--- config.mk ---
export PLATFORM = sky130hd
export DESIGN_NAME = bram_window_reader
export DESIGN_NICKNAME = d
export VERILOG_FILES = /design/src/rtl/bram_window_reader_pkg.sv /design/src/rtl/bram_window_reader_sync_fifo.sv /design/src/rtl/bram_window_reader.sv
export SDC_FILE = /design/constraint.sdc
export NUM_CORES = 1
export LEC_CHECK = 0
export CORE_MARGIN = 3
export CORE_UTILIZATION = 48
export CTS_CLUSTER_SIZE = 30
export DETAILED_ROUTE_END_ITERATION = 7
export PLACE_DENSITY = 0.72
export SLEW_MARGIN = 20
export SYNTH_ARGS = -nofsm -noshare
export SYNTH_HDL_FRONTEND = slang
export SYNTH_SLANG_ARGS = --single-unit
--- constraint.sdc ---
create_clock -name clk -period 5.3 [get_ports clk]
set_clock_uncertainty 0.05 [all_clocks]
set_input_delay 1.59 -clock clk [delete_from_list [all_inputs] [get_ports clk]]
set_output_delay 1.59 -clock clk [all_outputs]
set_load 0.05 [all_outputs]
--- src/rtl/bram_window_reader_pkg.sv ---
// Shared widths, address layout and FSM encoding for the acquisition BRAM window reader.
package bram_window_reader_pkg;

    localparam int WORD_W    = 32;
    localparam int SAMPLE_W  = 14;
    localparam int ADDR_STEP = 4;
    localparam int ADDR_LSB  = $clog2(ADDR_STEP);
    localparam int CNT_W     = 10;

    typedef enum logic [1:0] {
        ST_IDLE  = 2'd0,
        ST_ISSUE = 2'd1,
        ST_DRAIN = 2'd2,
        ST_DONE  = 2'd3
    } state_e;

    // A well-formed word is a sign-extended sample: bits above the sample all copy its MSB.
    function automatic logic is_sign_ext(input logic [WORD_W-1:0] w);
        return w[WORD_W-1:SAMPLE_W] == {(WORD_W-SAMPLE_W){w[SAMPLE_W-1]}};
    endfunction

endpackage

--- src/rtl/bram_window_reader_sync_fifo.sv ---
// Small synchronous FIFO with occupancy count; head entry is read straight from the storage registers.
module sync_fifo #(
    parameter int WIDTH = 15,
    parameter int DEPTH = 4,
    localparam int PW   = $clog2(DEPTH),
    localparam int CW   = $clog2(DEPTH + 1)
) (
    input  logic             clk,
    input  logic             rstn,
    input  logic             wr_en_i,
    input  logic [WIDTH-1:0] wr_data_i,
    input  logic             rd_en_i,
    output logic [WIDTH-1:0] rd_data_o,
    output logic             empty_o,
    output logic [CW-1:0]    count_o
);

    logic [WIDTH-1:0] mem_q [DEPTH];
    logic [PW-1:0]    wr_ptr_q, rd_ptr_q;
    logic [CW-1:0]    count_q, count_d;
    logic             do_rd;

    assign do_rd     = rd_en_i && (count_q != '0);
    assign rd_data_o = mem_q[rd_ptr_q];
    assign empty_o   = (count_q == '0);
    assign count_o   = count_q;

    always_comb begin
        count_d = count_q;
        case ({wr_en_i, do_rd})
            2'b10:   count_d = count_q + CW'(1);
            2'b01:   count_d = count_q - CW'(1);
            default: count_d = count_q;
        endcase
    end

    always_ff @(posedge clk or negedge rstn) begin
        if (!rstn) begin
            for (int i = 0; i < DEPTH; i++) mem_q[i] <= '0;
            wr_ptr_q <= '0;
            rd_ptr_q <= '0;
            count_q  <= '0;
        end else begin
            if (wr_en_i) begin
                mem_q[wr_ptr_q] <= wr_data_i;
                wr_ptr_q        <= wr_ptr_q + PW'(1);
            end
            if (do_rd) rd_ptr_q <= rd_ptr_q + PW'(1);
            count_q <= count_d;
        end
    end

    a_no_overflow: assert property (@(posedge clk) disable iff (!rstn)
        !(wr_en_i && (count_q == CW'(DEPTH))));

endmodule

--- src/rtl/bram_window_reader.sv ---
// Streams an N-sample window out of the acquisition BRAM with credit-based read issue.
// IDLE: wait for start | ISSUE: credit-limited reads | DRAIN: wait for last sample | DONE: one-cycle done
module bram_window_reader
    import bram_window_reader_pkg::*;
#(
    parameter int BRAM_LATENCY = 2,
    parameter int FIFO_DEPTH   = 4
) (
    input  logic                clk,
    input  logic                rstn,
    input  logic                i_start,
    input  logic [CNT_W-1:0]    i10_window_length,
    output logic [WORD_W-1:0]   or32_bram_add,
    output logic                o_bram_en,
    output logic [3:0]          or4_bram_we,
    output logic                o_bram_rst,
    input  logic [WORD_W-1:0]   i32_bram_data,
    output logic [SAMPLE_W-1:0] o14_data,
    output logic                o_data_valid,
    input  logic                i_data_ready,
    output logic                o_data_last,
    output logic                o_busy,
    output logic                o_done,
    output logic                o_format_error
);

    localparam int CW = $clog2(FIFO_DEPTH + 1);

    state_e              state_q, state_d;
    logic [CNT_W-1:0]    len_q, len_d, k_q, k_d;
    logic [CW-1:0]       inflight_q, inflight_d, fifo_count;
    logic [BRAM_LATENCY-1:0] tag_v_q, tag_l_q;
    logic                fmt_err_q, fmt_err_d;
    logic                issue, issue_last, start_ok, credit_ok;
    logic                fifo_wr, fifo_empty, pop, fifo_last;
    logic [SAMPLE_W-1:0] fifo_data;

    // Reads in flight plus buffered samples never exceed the FIFO, so every return has a slot.
    assign credit_ok = (inflight_q + fifo_count) < CW'(FIFO_DEPTH);
    assign fifo_wr   = tag_v_q[BRAM_LATENCY-1];
    assign pop       = !fifo_empty && i_data_ready;

    always_comb begin
        state_d    = state_q;
        len_d      = len_q;
        k_d        = k_q;
        issue      = 1'b0;
        issue_last = 1'b0;
        start_ok   = 1'b0;
        case (state_q)
            ST_IDLE: begin
                if (i_start && (i10_window_length != '0)) begin
                    start_ok = 1'b1;
                    len_d    = i10_window_length;
                    k_d      = '0;
                    state_d  = ST_ISSUE;
                end
            end
            ST_ISSUE: begin
                if (credit_ok) begin
                    issue = 1'b1;
                    if (k_q == len_q - CNT_W'(1)) begin
                        issue_last = 1'b1;
                        state_d    = ST_DRAIN;
                    end else begin
                        k_d = k_q + CNT_W'(1);
                    end
                end
            end
            ST_DRAIN: begin
                if ((inflight_q == '0) &&
                    ((fifo_count == '0) || ((fifo_count == CW'(1)) && pop)))
                    state_d = ST_DONE;
            end
            ST_DONE:  state_d = ST_IDLE;
            default:  state_d = ST_IDLE;
        endcase
    end

    always_comb begin
        inflight_d = inflight_q;
        case ({issue, fifo_wr})
            2'b10:   inflight_d = inflight_q + CW'(1);
            2'b01:   inflight_d = inflight_q - CW'(1);
            default: inflight_d = inflight_q;
        endcase
        fmt_err_d = fmt_err_q;
        if (start_ok)
            fmt_err_d = 1'b0;
        else if (fifo_wr && !is_sign_ext(i32_bram_data))
            fmt_err_d = 1'b1;
    end

    always_ff @(posedge clk or negedge rstn) begin
        if (!rstn) begin
            state_q    <= ST_IDLE;
            len_q      <= '0;
            k_q        <= '0;
            inflight_q <= '0;
            tag_v_q    <= '0;
            tag_l_q    <= '0;
            fmt_err_q  <= 1'b0;
        end else begin
            state_q    <= state_d;
            len_q      <= len_d;
            k_q        <= k_d;
            inflight_q <= inflight_d;
            fmt_err_q  <= fmt_err_d;
            tag_v_q[0] <= issue;
            tag_l_q[0] <= issue_last;
            for (int i = 1; i < BRAM_LATENCY; i++) begin
                tag_v_q[i] <= tag_v_q[i-1];
                tag_l_q[i] <= tag_l_q[i-1];
            end
        end
    end

    sync_fifo #(
        .WIDTH (SAMPLE_W + 1),
        .DEPTH (FIFO_DEPTH)
    ) u_fifo (
        .clk       (clk),
        .rstn      (rstn),
        .wr_en_i   (fifo_wr),
        .wr_data_i ({tag_l_q[BRAM_LATENCY-1], i32_bram_data[SAMPLE_W-1:0]}),
        .rd_en_i   (i_data_ready),
        .rd_data_o ({fifo_last, fifo_data}),
        .empty_o   (fifo_empty),
        .count_o   (fifo_count)
    );

    assign or32_bram_add  = {{(WORD_W-CNT_W-ADDR_LSB){1'b0}}, k_q, {ADDR_LSB{1'b0}}};
    assign o_bram_en      = issue;
    assign or4_bram_we    = 4'b0000;
    assign o_bram_rst     = !rstn;
    assign o14_data       = fifo_data;
    assign o_data_last    = fifo_last;
    assign o_data_valid   = !fifo_empty;
    assign o_busy         = (state_q != ST_IDLE);
    assign o_done         = (state_q == ST_DONE);
    assign o_format_error = fmt_err_q;

endmodule

==> results.toml <==
[status]
run_status = "completed"

[floorplanning]
die-area_um2 = 12000
io_pins = 103
dieHeight_um = 110
core_um2 = 10400
start_util_pct = 49.7
std_cell_rows = 37
dieWidth_um = 110

[drt]
drtIter0Drc = 117
detailedRoute.firstPassIterationCount = 4
vias_per_cell = 5.29
postRouteWirelength_um = 10100
drc = 0
num_vias = 3320
antenna_left = 0
wire_per_inst_um = 16.1

[clocking]
cts.sinks = 97
buffer_levels_on_the_longest_clock_path = 2
postCtsSetupBuffers = 0
cts-root-buf = "clkbuf_8"
clock_tree.htree_level_count = 3
ctsHoldBuffers = 0
worst_skew_pair.late_latency_ns = 0.37
clk_pin_slew_ns = 0.09
cts_resized = 0
cts_inserted_buffers = 9
cts_tree = "yes"

[global_routing]
grt_antenna_before_repair = 0
first_global_vias = 3476
grt_start_max_net_pins = 58
overflow = 0
grt_first_pass_wirelength_um = 16600
globalRouteTotalUtil_pct = 18.0

[hold_path]
hp-class = "reg2reg"
worstHoldStart = "tag_l_q[0]"

[timing]
setup_slack_ns = 1.07
period_share_pct = 79.9
final.min_clock_period_ns = 4.23
achievable-frequency_mhz = 236
grt_setup_unrepaired = "false"
finalSetupViolCount = 0
totalNegativeSetupSlack_ns = 0
final-max-slew-violation-count = 0
tightestPinTransition_ns = 0.786
max_slew_margin_pct = 47.5
hold_violations = 0

[logic_synthesis]
synth.yosys.warnings = 0
synth_enable_flop_cells = 0
ys.flop_type = "dfrtp_1"
netlist_instances = 412
yosys_register_bits = 97
synth_cell_type_count = 56
syn_avg_cell_area_um2 = 12.5
synth_async_reset_ratio_pct = 100
syn-cell-area_um2 = 5150
synth.yosys.seq_area_share_pct = 47.1

[power_and_ir_drop]
leakagePower_nw = 2.61
total_power_mw = 3.98
vdd.ir_drop.worst_mv = 0.343
power_density_nw_per_um2 = 644

[critical_path]
crit_fanout = 9
critical_path_required_ns = 3.66
cp_cell_sequence = "buf_4, mux4_2, clkdlybuf4s50_1"
critical_path_arrival_ns = 2.59
critical-path-max-stage-delay_ns = 0.71
cp_max_stage_cell = "clkdlybuf4s50_1"
regToRegStartpoint = "len_q[0]"
cp-startpoint = "u_fifo.rd_ptr_q[0]"
crit_type = "reg2out"
start_kind = "register"
endpoint_class_of_the_critical_path = "primary output"

[layout]
insertedDiodeCount = 0
fraction_of_layout_cells_with_a_size_suffix_above_1_pct = 24.2
stdcell_count = 628
area.growth.synth_to_final_pct = 19.9
finalNetCount = 552

[flow_run]
cap_viol_max_count = 0

[placement]
placement.io_buffers = 76
gp_routability_congestion = 0.770
dpl_worst_slack_ns = 1.08
post-place-cells = 612
place_hpwl_um = 7310
[final timing paths]
check	endpoint	slack (ns)	depth (start not counted)
setup / recovery	o14_data[9]	1.07	3
min in group asynchronous	u_fifo.mem_q[32]	1.27	2
hold reg to reg	tag_l_q[1]	0.30	0
setup reg to reg	k_q[8]	2.48	9
hold / removal	tag_l_q[1]	0.30	0
max in group asynchronous	u_fifo.mem_q[39]	2.79	3
[cell type report]
class | instances | area, µm²
clock inverter | 5 | 85.1
sequential | 97 | 2430
inverter | 18 | 67.6
clock buffer | 11 | 151
fill | 875 | 4190
multi-input combinational | 282 | 2500
tap | 136 | 170
timing repair buffer | 79 | 781
[synth_stat cells, types with 4 or more instances]
master | instances | share of area [%]
a21oi_1 | 5 | 0.49
a31oi_1 | 4 | 0.49
buf_4 | 26 | 3.8
clkbuf_1 | 11 | 0.80
dfrtp_1 | 97 | 47
ha_1 | 18 | 4.4
inv_1 | 18 | 1.3
mux2_2 | 70 | 15
mux4_2 | 15 | 6.6
nand2_1 | 21 | 1.5
nand3_1 | 14 | 1.4
nand4_1 | 4 | 0.49
nor2_1 | 13 | 0.95
nor3_1 | 5 | 0.49
nor4_1 | 8 | 0.97
o211ai_1 | 5 | 0.73
o21ai_0 | 6 | 0.58
or3_1 | 4 | 0.49
xnor2_1 | 16 | 2.7
xor2_1 | 7 | 1.2
[cell usage in the layout, fill, tap and decap left out, drive strengths merged, types with 2 or more instances in the layout]
master	count
dfrtp	97
clkdlybuf4s50	75
mux2	70
conb	26
nand2	21
inv	20
ha	18
xnor2	17
mux4	15
nand3	14
nor2	14
clkbuf	11
nor4	9
o21ai	8
xor2	7
nor3	7
o211ai	5
a21oi	5
a31oi	4
or3	4
nand4	4
buf	4
nor2b	3
mux2i	3
o31ai	3
and4	2
o21a	2
bufinv	2
nor4b	2
a211oi	2
a21o	2
and3	2
[logic make-up after synthesis]
kind of cell,Yosys count,synth area share (%)
adders and majority gates,19,4.76
xor gates and xnor gates,24,4.22
muxes,88,22.4
and+or+nand+nor,87,9.47
buffers and inverters,58,6.29
DFF,97,47.1
other,1,0.0728
AOI/OAI and AO/OA,38,5.66
[critical path, delay by kind of cell, from the launching register on]
kind	cells	cell delay (ns)
mux	1	0.53
buf+inv	2	1.03
flops	1	0.66
[through the flow]
step	utilization, %	hold WS, ns	cell area [µm²]
floorplan	-	0.281	5250
global placement	57.3	0.286	5940
detailed placement	57.3	0.288	5940
CTS	59.6	0.304	6180
global route	59.6	0.301	6180
finish	59.6	0.298	6180
[state kept, by name, summed over array words and instances, names as in the netlist]
| register | count |
|---|---|
| u_fifo.mem_q | 60 |
| k_q | 10 |
| len_q | 10 |
| inflight_q | 3 |
| u_fifo.count_o | 3 |
| state_q | 2 |
| tag_l_q | 2 |
| tag_v_q | 2 |
| u_fifo.rd_ptr_q | 2 |
| u_fifo.wr_ptr_q | 2 |
| o_format_error | 1 |
[report_power, final]
part / switching (mW) / total (mW) / internal (mW)
logic: 1.12 / 2.07 / 0.945
clock network: 0.261 / 0.556 / 0.295
registers: 0.288 / 1.36 / 1.07
total: 1.67 / 3.98 / 2.31
[per-layer routing]
metal  GRT usage [%]  share of wire [%]  up-vias
met4            4.27                1.2        0
met5               0                  0        -
met2            30.3                 49       82
li1                -                  -     1583
met3            5.64                5.8       11
met1            22.9                 44     1644
(Power assumes the default switching activity.)
